$ cat src/rtl/lcd_char_ctrl_if.sv
// LSU-side bus of the LCD character controller: store strobe/word in,
// polled status word and busy flag out.
interface lcd_char_ctrl_if;
  logic        i_wr;
  logic [31:0] i_wdata;
  logic [31:0] o_status;
  logic        o_busy;

  modport master (output i_wr, output i_wdata, input o_status, input o_busy);
  modport slave  (input i_wr, input i_wdata, output o_status, output o_busy);
endinterface

$ cat src/rtl/lcd_char_ctrl.sv
// HD44780 write-only bus sequencer: autonomous power-up init, then drains
// CPU stores from a small FIFO as timed SETUP / EN_HI / HOLD / WAIT cycles.
module lcd_char_ctrl #(
  parameter int DEPTH   = 4,
  parameter int T_PWRUP = 750000,
  parameter int T_SETUP = 4,
  parameter int T_EN_HI = 12,
  parameter int T_HOLD  = 4,
  parameter int T_CMD   = 2000,
  parameter int T_CLR   = 82000
) (
  input  logic            i_clk,
  input  logic            i_reset,
  lcd_char_ctrl_if.slave  bus,
  output logic [7:0]      o_lcd_data,
  output logic            o_lcd_rs,
  output logic            o_lcd_rw,
  output logic            o_lcd_en,
  output logic            o_lcd_on,
  output logic            o_lcd_blon
);

  function automatic int max_phase();
    int m;
    m = T_PWRUP;
    if (T_CLR   > m) m = T_CLR;
    if (T_CMD   > m) m = T_CMD;
    if (T_SETUP > m) m = T_SETUP;
    if (T_EN_HI > m) m = T_EN_HI;
    if (T_HOLD  > m) m = T_HOLD;
    return m;
  endfunction

  function automatic logic [7:0] init_rom(input logic [2:0] idx);
    case (idx)
      3'd0, 3'd1, 3'd2: return 8'h38;
      3'd3:             return 8'h08;
      3'd4:             return 8'h01;
      3'd5:             return 8'h06;
      3'd6:             return 8'h0C;
      default:          return 8'h00;
    endcase
  endfunction

  localparam int AW = $clog2(DEPTH);
  localparam int CW = $clog2(max_phase() + 1);

  typedef enum logic [2:0] {
    S_PWRUP, S_INIT, S_IDLE, S_SETUP, S_EN_HI, S_HOLD, S_WAIT
  } state_t;

  state_t        state_q, state_d;
  logic [CW-1:0] cnt_q, cnt_d, len_m1_s;
  logic [2:0]    step_q, step_d;
  logic          init_done_q, init_done_d, ovf_q, ovf_d;
  logic [7:0]    data_q, data_d;
  logic          rs_q, rs_d, en_q, en_d, on_q, on_d, blon_q, blon_d;
  logic [8:0]    mem_q [DEPTH];
  logic [8:0]    mem_d [DEPTH];
  logic [AW:0]   wptr_q, wptr_d, rptr_q, rptr_d, count_s;
  logic          empty_s, full_s, pop_s, push_req_s, push_s, last_s, clr_s, busy_s;
  logic [8:0]    head_s;
  logic          unused_wdata_s;

  assign unused_wdata_s = ^bus.i_wdata[28:9];

  assign count_s = wptr_q - rptr_q;
  assign empty_s = (count_s == {(AW+1){1'b0}});
  assign full_s  = count_s[AW];
  assign head_s  = mem_q[rptr_q[AW-1:0]];
  // Clear/home need the long post-write wait.
  assign clr_s   = ~rs_q & ((data_q == 8'h01) | (data_q == 8'h02) | (data_q == 8'h03));

  // Phase length of the current state, minus one.
  always_comb begin
    len_m1_s = {CW{1'b0}};
    case (state_q)
      S_PWRUP: len_m1_s = CW'(T_PWRUP - 1);
      S_SETUP: len_m1_s = CW'(T_SETUP - 1);
      S_EN_HI: len_m1_s = CW'(T_EN_HI - 1);
      S_HOLD:  len_m1_s = CW'(T_HOLD - 1);
      S_WAIT:  len_m1_s = clr_s ? CW'(T_CLR - 1) : CW'(T_CMD - 1);
      default: len_m1_s = {CW{1'b0}};
    endcase
  end

  assign last_s = (cnt_q == len_m1_s);

  // Sequencer next-state; output data/RS load only on entry to SETUP.
  always_comb begin
    state_d     = state_q;
    cnt_d       = cnt_q + CW'(32'd1);
    step_d      = step_q;
    init_done_d = init_done_q;
    data_d      = data_q;
    rs_d        = rs_q;
    pop_s       = 1'b0;
    case (state_q)
      S_PWRUP: begin
        if (last_s) begin
          state_d = S_INIT;
          cnt_d   = {CW{1'b0}};
          step_d  = 3'd0;
        end else begin
          state_d = S_PWRUP;
        end
      end
      S_INIT: begin
        data_d  = init_rom(step_q);
        rs_d    = 1'b0;
        state_d = S_SETUP;
        cnt_d   = {CW{1'b0}};
      end
      S_IDLE: begin
        cnt_d = {CW{1'b0}};
        if (!empty_s) begin
          pop_s          = 1'b1;
          {rs_d, data_d} = head_s;
          state_d        = S_SETUP;
        end else begin
          state_d = S_IDLE;
        end
      end
      S_SETUP: begin
        if (last_s) begin
          state_d = S_EN_HI;
          cnt_d   = {CW{1'b0}};
        end else begin
          state_d = S_SETUP;
        end
      end
      S_EN_HI: begin
        if (last_s) begin
          state_d = S_HOLD;
          cnt_d   = {CW{1'b0}};
        end else begin
          state_d = S_EN_HI;
        end
      end
      S_HOLD: begin
        if (last_s) begin
          state_d = S_WAIT;
          cnt_d   = {CW{1'b0}};
        end else begin
          state_d = S_HOLD;
        end
      end
      S_WAIT: begin
        if (last_s) begin
          cnt_d = {CW{1'b0}};
          if (init_done_q) begin
            state_d = S_IDLE;
          end else if (step_q == 3'd6) begin
            init_done_d = 1'b1;
            state_d     = S_IDLE;
          end else begin
            step_d  = step_q + 3'd1;
            state_d = S_INIT;
          end
        end else begin
          state_d = S_WAIT;
        end
      end
      default: begin
        state_d = S_PWRUP;
        cnt_d   = {CW{1'b0}};
      end
    endcase
    en_d = (state_d == S_EN_HI);
  end

  // FIFO push/overflow and panel power/backlight capture.
  always_comb begin
    push_req_s = bus.i_wr & ~bus.i_wdata[29];
    // A pop in the same cycle frees the slot, so a push on full is accepted.
    push_s     = push_req_s & (~full_s | pop_s);
    if (push_req_s && full_s && !pop_s) begin
      ovf_d = 1'b1;
    end else if (bus.i_wr && bus.i_wdata[29] && (bus.i_wdata[7:0] == 8'hFF)) begin
      ovf_d = 1'b0;
    end else begin
      ovf_d = ovf_q;
    end
    if (bus.i_wr) begin
      on_d   = bus.i_wdata[31];
      blon_d = bus.i_wdata[30];
    end else begin
      on_d   = on_q;
      blon_d = blon_q;
    end
  end

  // FIFO storage and pointers.
  always_comb begin
    mem_d = mem_q;
    if (push_s) begin
      mem_d[wptr_q[AW-1:0]] = {bus.i_wdata[8], bus.i_wdata[7:0]};
      wptr_d                = wptr_q + (AW+1)'(32'd1);
    end else begin
      wptr_d = wptr_q;
    end
    if (pop_s) begin
      rptr_d = rptr_q + (AW+1)'(32'd1);
    end else begin
      rptr_d = rptr_q;
    end
  end

  // State registers; reset aborts any bus cycle and flushes the FIFO.
  always_ff @(posedge i_clk or negedge i_reset) begin
    if (!i_reset) begin
      state_q     <= S_PWRUP;
      cnt_q       <= {CW{1'b0}};
      step_q      <= 3'd0;
      init_done_q <= 1'b0;
      ovf_q       <= 1'b0;
      data_q      <= 8'h00;
      rs_q        <= 1'b0;
      en_q        <= 1'b0;
      on_q        <= 1'b0;
      blon_q      <= 1'b0;
      wptr_q      <= {(AW+1){1'b0}};
      rptr_q      <= {(AW+1){1'b0}};
      for (int i = 0; i < DEPTH; i++) mem_q[i] <= 9'h000;
    end else begin
      state_q     <= state_d;
      cnt_q       <= cnt_d;
      step_q      <= step_d;
      init_done_q <= init_done_d;
      ovf_q       <= ovf_d;
      data_q      <= data_d;
      rs_q        <= rs_d;
      en_q        <= en_d;
      on_q        <= on_d;
      blon_q      <= blon_d;
      wptr_q      <= wptr_d;
      rptr_q      <= rptr_d;
      mem_q       <= mem_d;
    end
  end

  // Busy is masked while reset is held so every output reads zero in reset.
  assign busy_s       = i_reset & ((state_q != S_IDLE) | ~empty_s);
  assign bus.o_busy   = busy_s;
  assign bus.o_status = {busy_s, init_done_q, ovf_q, 21'd0, 8'(count_s)};
  assign o_lcd_data   = data_q;
  assign o_lcd_rs     = rs_q;
  assign o_lcd_rw     = 1'b0;
  assign o_lcd_en     = en_q;
  assign o_lcd_on     = on_q;
  assign o_lcd_blon   = blon_q;

endmodule

$ cat src/flat_wrapper.sv
// flat-port wrapper written by rule: the top's interface ports become plain ports
module lcd_char_ctrl_flat 
#(
  parameter int DEPTH   = 4,
  parameter int T_PWRUP = 750000,
  parameter int T_SETUP = 4,
  parameter int T_EN_HI = 12,
  parameter int T_HOLD  = 4,
  parameter int T_CMD   = 2000,
  parameter int T_CLR   = 82000
)
  (i_clk, i_reset, o_lcd_data, o_lcd_rs, o_lcd_rw, o_lcd_en, o_lcd_on, o_lcd_blon, bus_i_wr, bus_i_wdata, bus_o_status, bus_o_busy);
  lcd_char_ctrl_if bus_i ();
  input  logic i_clk;
  input  logic i_reset;
  output logic [7:0] o_lcd_data;
  output logic o_lcd_rs;
  output logic o_lcd_rw;
  output logic o_lcd_en;
  output logic o_lcd_on;
  output logic o_lcd_blon;
  input wire logic [$bits(bus_i.i_wr)-1:0] bus_i_wr;
  input wire logic [$bits(bus_i.i_wdata)-1:0] bus_i_wdata;
  output wire logic [$bits(bus_i.o_status)-1:0] bus_o_status;
  output wire logic [$bits(bus_i.o_busy)-1:0] bus_o_busy;
  assign bus_i.i_wr = bus_i_wr;
  assign bus_i.i_wdata = bus_i_wdata;
  assign bus_o_status = bus_i.o_status;
  assign bus_o_busy = bus_i.o_busy;
  lcd_char_ctrl #(.DEPTH(DEPTH), .T_PWRUP(T_PWRUP), .T_SETUP(T_SETUP), .T_EN_HI(T_EN_HI), .T_HOLD(T_HOLD), .T_CMD(T_CMD), .T_CLR(T_CLR)) u_core (.i_clk(i_clk), .i_reset(i_reset), .bus(bus_i), .o_lcd_data(o_lcd_data), .o_lcd_rs(o_lcd_rs), .o_lcd_rw(o_lcd_rw), .o_lcd_en(o_lcd_en), .o_lcd_on(o_lcd_on), .o_lcd_blon(o_lcd_blon));
endmodule
$ cat config.mk
export PLATFORM = sky130hd
export DESIGN_NAME = lcd_char_ctrl_flat
export DESIGN_NICKNAME = d
export VERILOG_FILES = /design/src/rtl/lcd_char_ctrl_if.sv /design/src/rtl/lcd_char_ctrl.sv /design/src/flat_wrapper.sv
export SDC_FILE = /design/constraint.sdc
export NUM_CORES = 1
export LEC_CHECK = 0
export ABC_AREA = 1
export CAP_MARGIN = 30
export CORE_MARGIN = 5
export CORE_UTILIZATION = 25
export DETAILED_ROUTE_END_ITERATION = 10
export SYNTH_ARGS = -nofsm -noshare
export SYNTH_HDL_FRONTEND = slang
export SYNTH_SLANG_ARGS = --single-unit
$ cat constraint.sdc
create_clock -name i_clk -period 2.48 [get_ports i_clk]
set_input_delay 0.372 -clock i_clk [delete_from_list [all_inputs] [get_ports i_clk]]
set_output_delay 0.372 -clock i_clk [all_outputs]
set_load 0.005 [all_outputs]
==> results.yml <==
power:
  pwr-share-seq: 0.469
  total_power_uw: 3880
  swShare: 0.284
  combPwrFrac: 0.181
  ir_worst_vdd_mv: 0.280
  internal_power_uw: 2780
  clkPwrFrac: 0.350
  p_switching_uw: 1100
  powerDensity_nw_per_um2: 695
  p_leak_uw: 0.00279
cells_and_area:
  fin_nets: 679
  final_cell_mix: "131 x nand2_1, 81 x dfrtp_1, 60 x inv_1, 57 x o21ai_0, 38 x nor2_1"
  fillers: 1943
  diodes: 0
  drive_above_1_share: 0.138
  final_common_cell: "nand2_1"
  regArea_um2: 2050
  multi_input_area_um2: 2180
  instances_no_fill: 870
  postLayoutCoreUtil: 0.299
  syn2layout_area_growth_pct: 18.4
sta:
  finalCritPeriodShare: 0.952
  period_needed_ns: 2.36
  setup_tns_ns: 0
  relSlewSlack: 0.660
  worst_pin_slew_ns: 0.510
  holdWs_ns: 0.407
  max_freq_mhz: 424
  timing_hold_violations_final: 0
  slew_viol_final: 0
  rsz0062_at_grt: "no"
  skew_ns: 0.00579
  setup_viol: 0
cts:
  clk_latency_ns: 0.34
  clockBufferDepth: 2
  root_buffer: "clkbuf_16"
  cts_made_buffers: 9
  htree_num_levels: 3
  path_clk_slew_ns: 0.06
  tritoncts: "yes"
  cts.sinks: 82
yosys:
  ys_warn_count: 0
  ys_ff_latch: 82
  synth_cells: 589
  async_flop_share: 1.00
  syn_area_um2: 4710
  synthTopCellsByArea: "dfrtp_1 44%, nand2_1 11%, o21ai_0 6.1%"
  synth_area_per_cell_um2: 8.00
  ys.flop_type: "dfrtp_1"
  synth_edf_count: 0
  yosys.cell_types.count: 47
  ys_seq_area_frac: 0.436
  synth_top_area_cell: "dfrtp_1"
  yosysTopAreaCellShare: 0.436
worst_setup_path:
  critPathKind: "flip-flop to primary output"
  startpoint_type: "flip-flop"
  end_kind: "primary output"
  crit_required_ns: 2.11
  arrival_ns: 1.99
  critPathMaxFanout: 3
floorplan:
  floorplan.initialDensity: 0.253
  die_h_um: 147
  pin_count: 81
  num_rows: 50
  die_area_um2: 21700
  die_x_um: 147
  core_area_um2: 18600
drt:
  drc_errors: 0
  finalWirelength_um: 10800
  via_per_inst: 4.37
  drt_iter0_markers: 261
  ant_nets: 0
  first_pass_iters: 5
  via_count: 3798
  wire_per_inst_um: 12.4
grt:
  grt_pass1_vias: 3639
  antenna_found_initial: 0
  grt_first_pass_wirelength_um: 18200
  grt_overflow: 0
  grt_max_degree: 41
  grt.total_usage: 0.102
placement:
  place_hpwl_um: 8050
  gpl.final_weighted_congestion: 0.805
  io_buffer_count: 33
  dp_cells: 849
status:
  outcome: "finished, final reports clean"
hold_path:
  worstHoldPathType: "input port to async pin"
flow_run:
  maxCapViolCount: 0
-- final timing paths --
kind / start / endpoint / slack [ns] / depth (start not counted)
max reg2reg: u_core.wptr_q[0] / u_core.o_lcd_data[0] / 0.22 / 14
min reg2reg: u_core.o_lcd_on / u_core.o_lcd_on / 0.48 / 2
max in group asynchronous: i_reset / u_core.state_q[2] / 1.31 / 3
min: i_reset / u_core.mem_q[34] / 0.41 / 2
max: u_core.wptr_q[0] / bus_o_status[1] / 0.12 / 5
min in group i_clk: u_core.o_lcd_on / u_core.o_lcd_on / 0.48 / 2
-- layout make-up --
cell class | count | area share
Inverter | 82 | 0.0556
Clock buffer | 11 | 0.0435
Sequential cell | 82 | 0.368
Clock inverter | 5 | 0.0112
Timing Repair Buffer | 47 | 0.0776
Tap cell | 234 | 0.0525
Multi-Input combinational cell | 409 | 0.392
-- metrics by stage --
step | setup slack [ns] | cell area, um^2
after floorplan | 0.336 | 4810
after global placement | 0.127 | 5210
after detailed placement | 0.100 | 5210
after CTS | 0.00563 | 5560
after global routing | 0.00386 | 5580
final | 0.119 | 5580
-- synthesized netlist by cell type (all sizes together) (2+ instances only) --
cell type / instances
nor2: 44
xor2: 11
dfrtp: 82
ha: 12
nor4: 3
o31ai: 2
o21ai: 63
a31oi: 3
o22ai: 10
nand2: 141
nand3: 43
xnor2: 2
nor3: 3
nand4: 11
a21oi: 13
nand3b: 4
or2: 4
o211ai: 3
a32o: 3
buf: 34
inv: 81
clkbuf: 8
-- worst max-delay path, stage by stage, from the launching register on --
cell	delay [ns]
dfrtp_1	0.40
inv_2	0.07
ha_2	0.16
fa_2	0.45
inv_1	0.08
clkdlybuf4s50_1	0.49
-- timing repair --
item	CTS	global route
buffers inserted	4	0
pin swaps	2	3
gates resized for setup	7	10
endpoints found under the hold margin	9	0
endpoints found under the setup margin	3	14
hold buffers	1	0
-- routing by layer --
metal	track usage	wire, um	vias to the layer above
li1	-	-	1940
met2	0.155	4790	69
met3	0.0231	534	12
met5	0	0	-
met1	0.141	5240	1777
met4	0.0387	187	0
-- cell families after synthesis --
| family | after synthesis | synth area share |
|---|---|---|
| other | 1 | 0.000796 |
| adders and majority gates | 13 | 0.0361 |
| buffers and inverters | 124 | 0.126 |
| xor gates and xnor gates | 13 | 0.0242 |
| AOI/OAI and AO/OA | 101 | 0.121 |
| DFF | 82 | 0.436 |
| and+or+nand+nor | 255 | 0.257 |
-- state kept, by name (all words and copies together) (netlist names) --
signal and flops:
u_core.wptr_q 3, u_core.state_q 3, u_core.o_lcd_rs 1, u_core.o_lcd_data 8
u_core.o_lcd_on 1, u_core.step_q 3, u_core.o_lcd_en 1, u_core.cnt_q 20
u_core.o_lcd_blon 1, u_core.ovf_q 1, u_core.init_done_q 1, u_core.rptr_q 3
u_core.mem_q 36
-- power groups by stage --
stage / combinational [uW] / sequential [uW] / clock, uW
final: 703 / 1820 / 1360
after detailed placement: 709 / 1840 / 0
after global placement: 687 / 1830 / 0
after floorplan: 499 / 1790 / 0
after CTS: 720 / 1810 / 1390
after global routing: 828 / 1850 / 1440
Power figures use the tool's default switching activity.
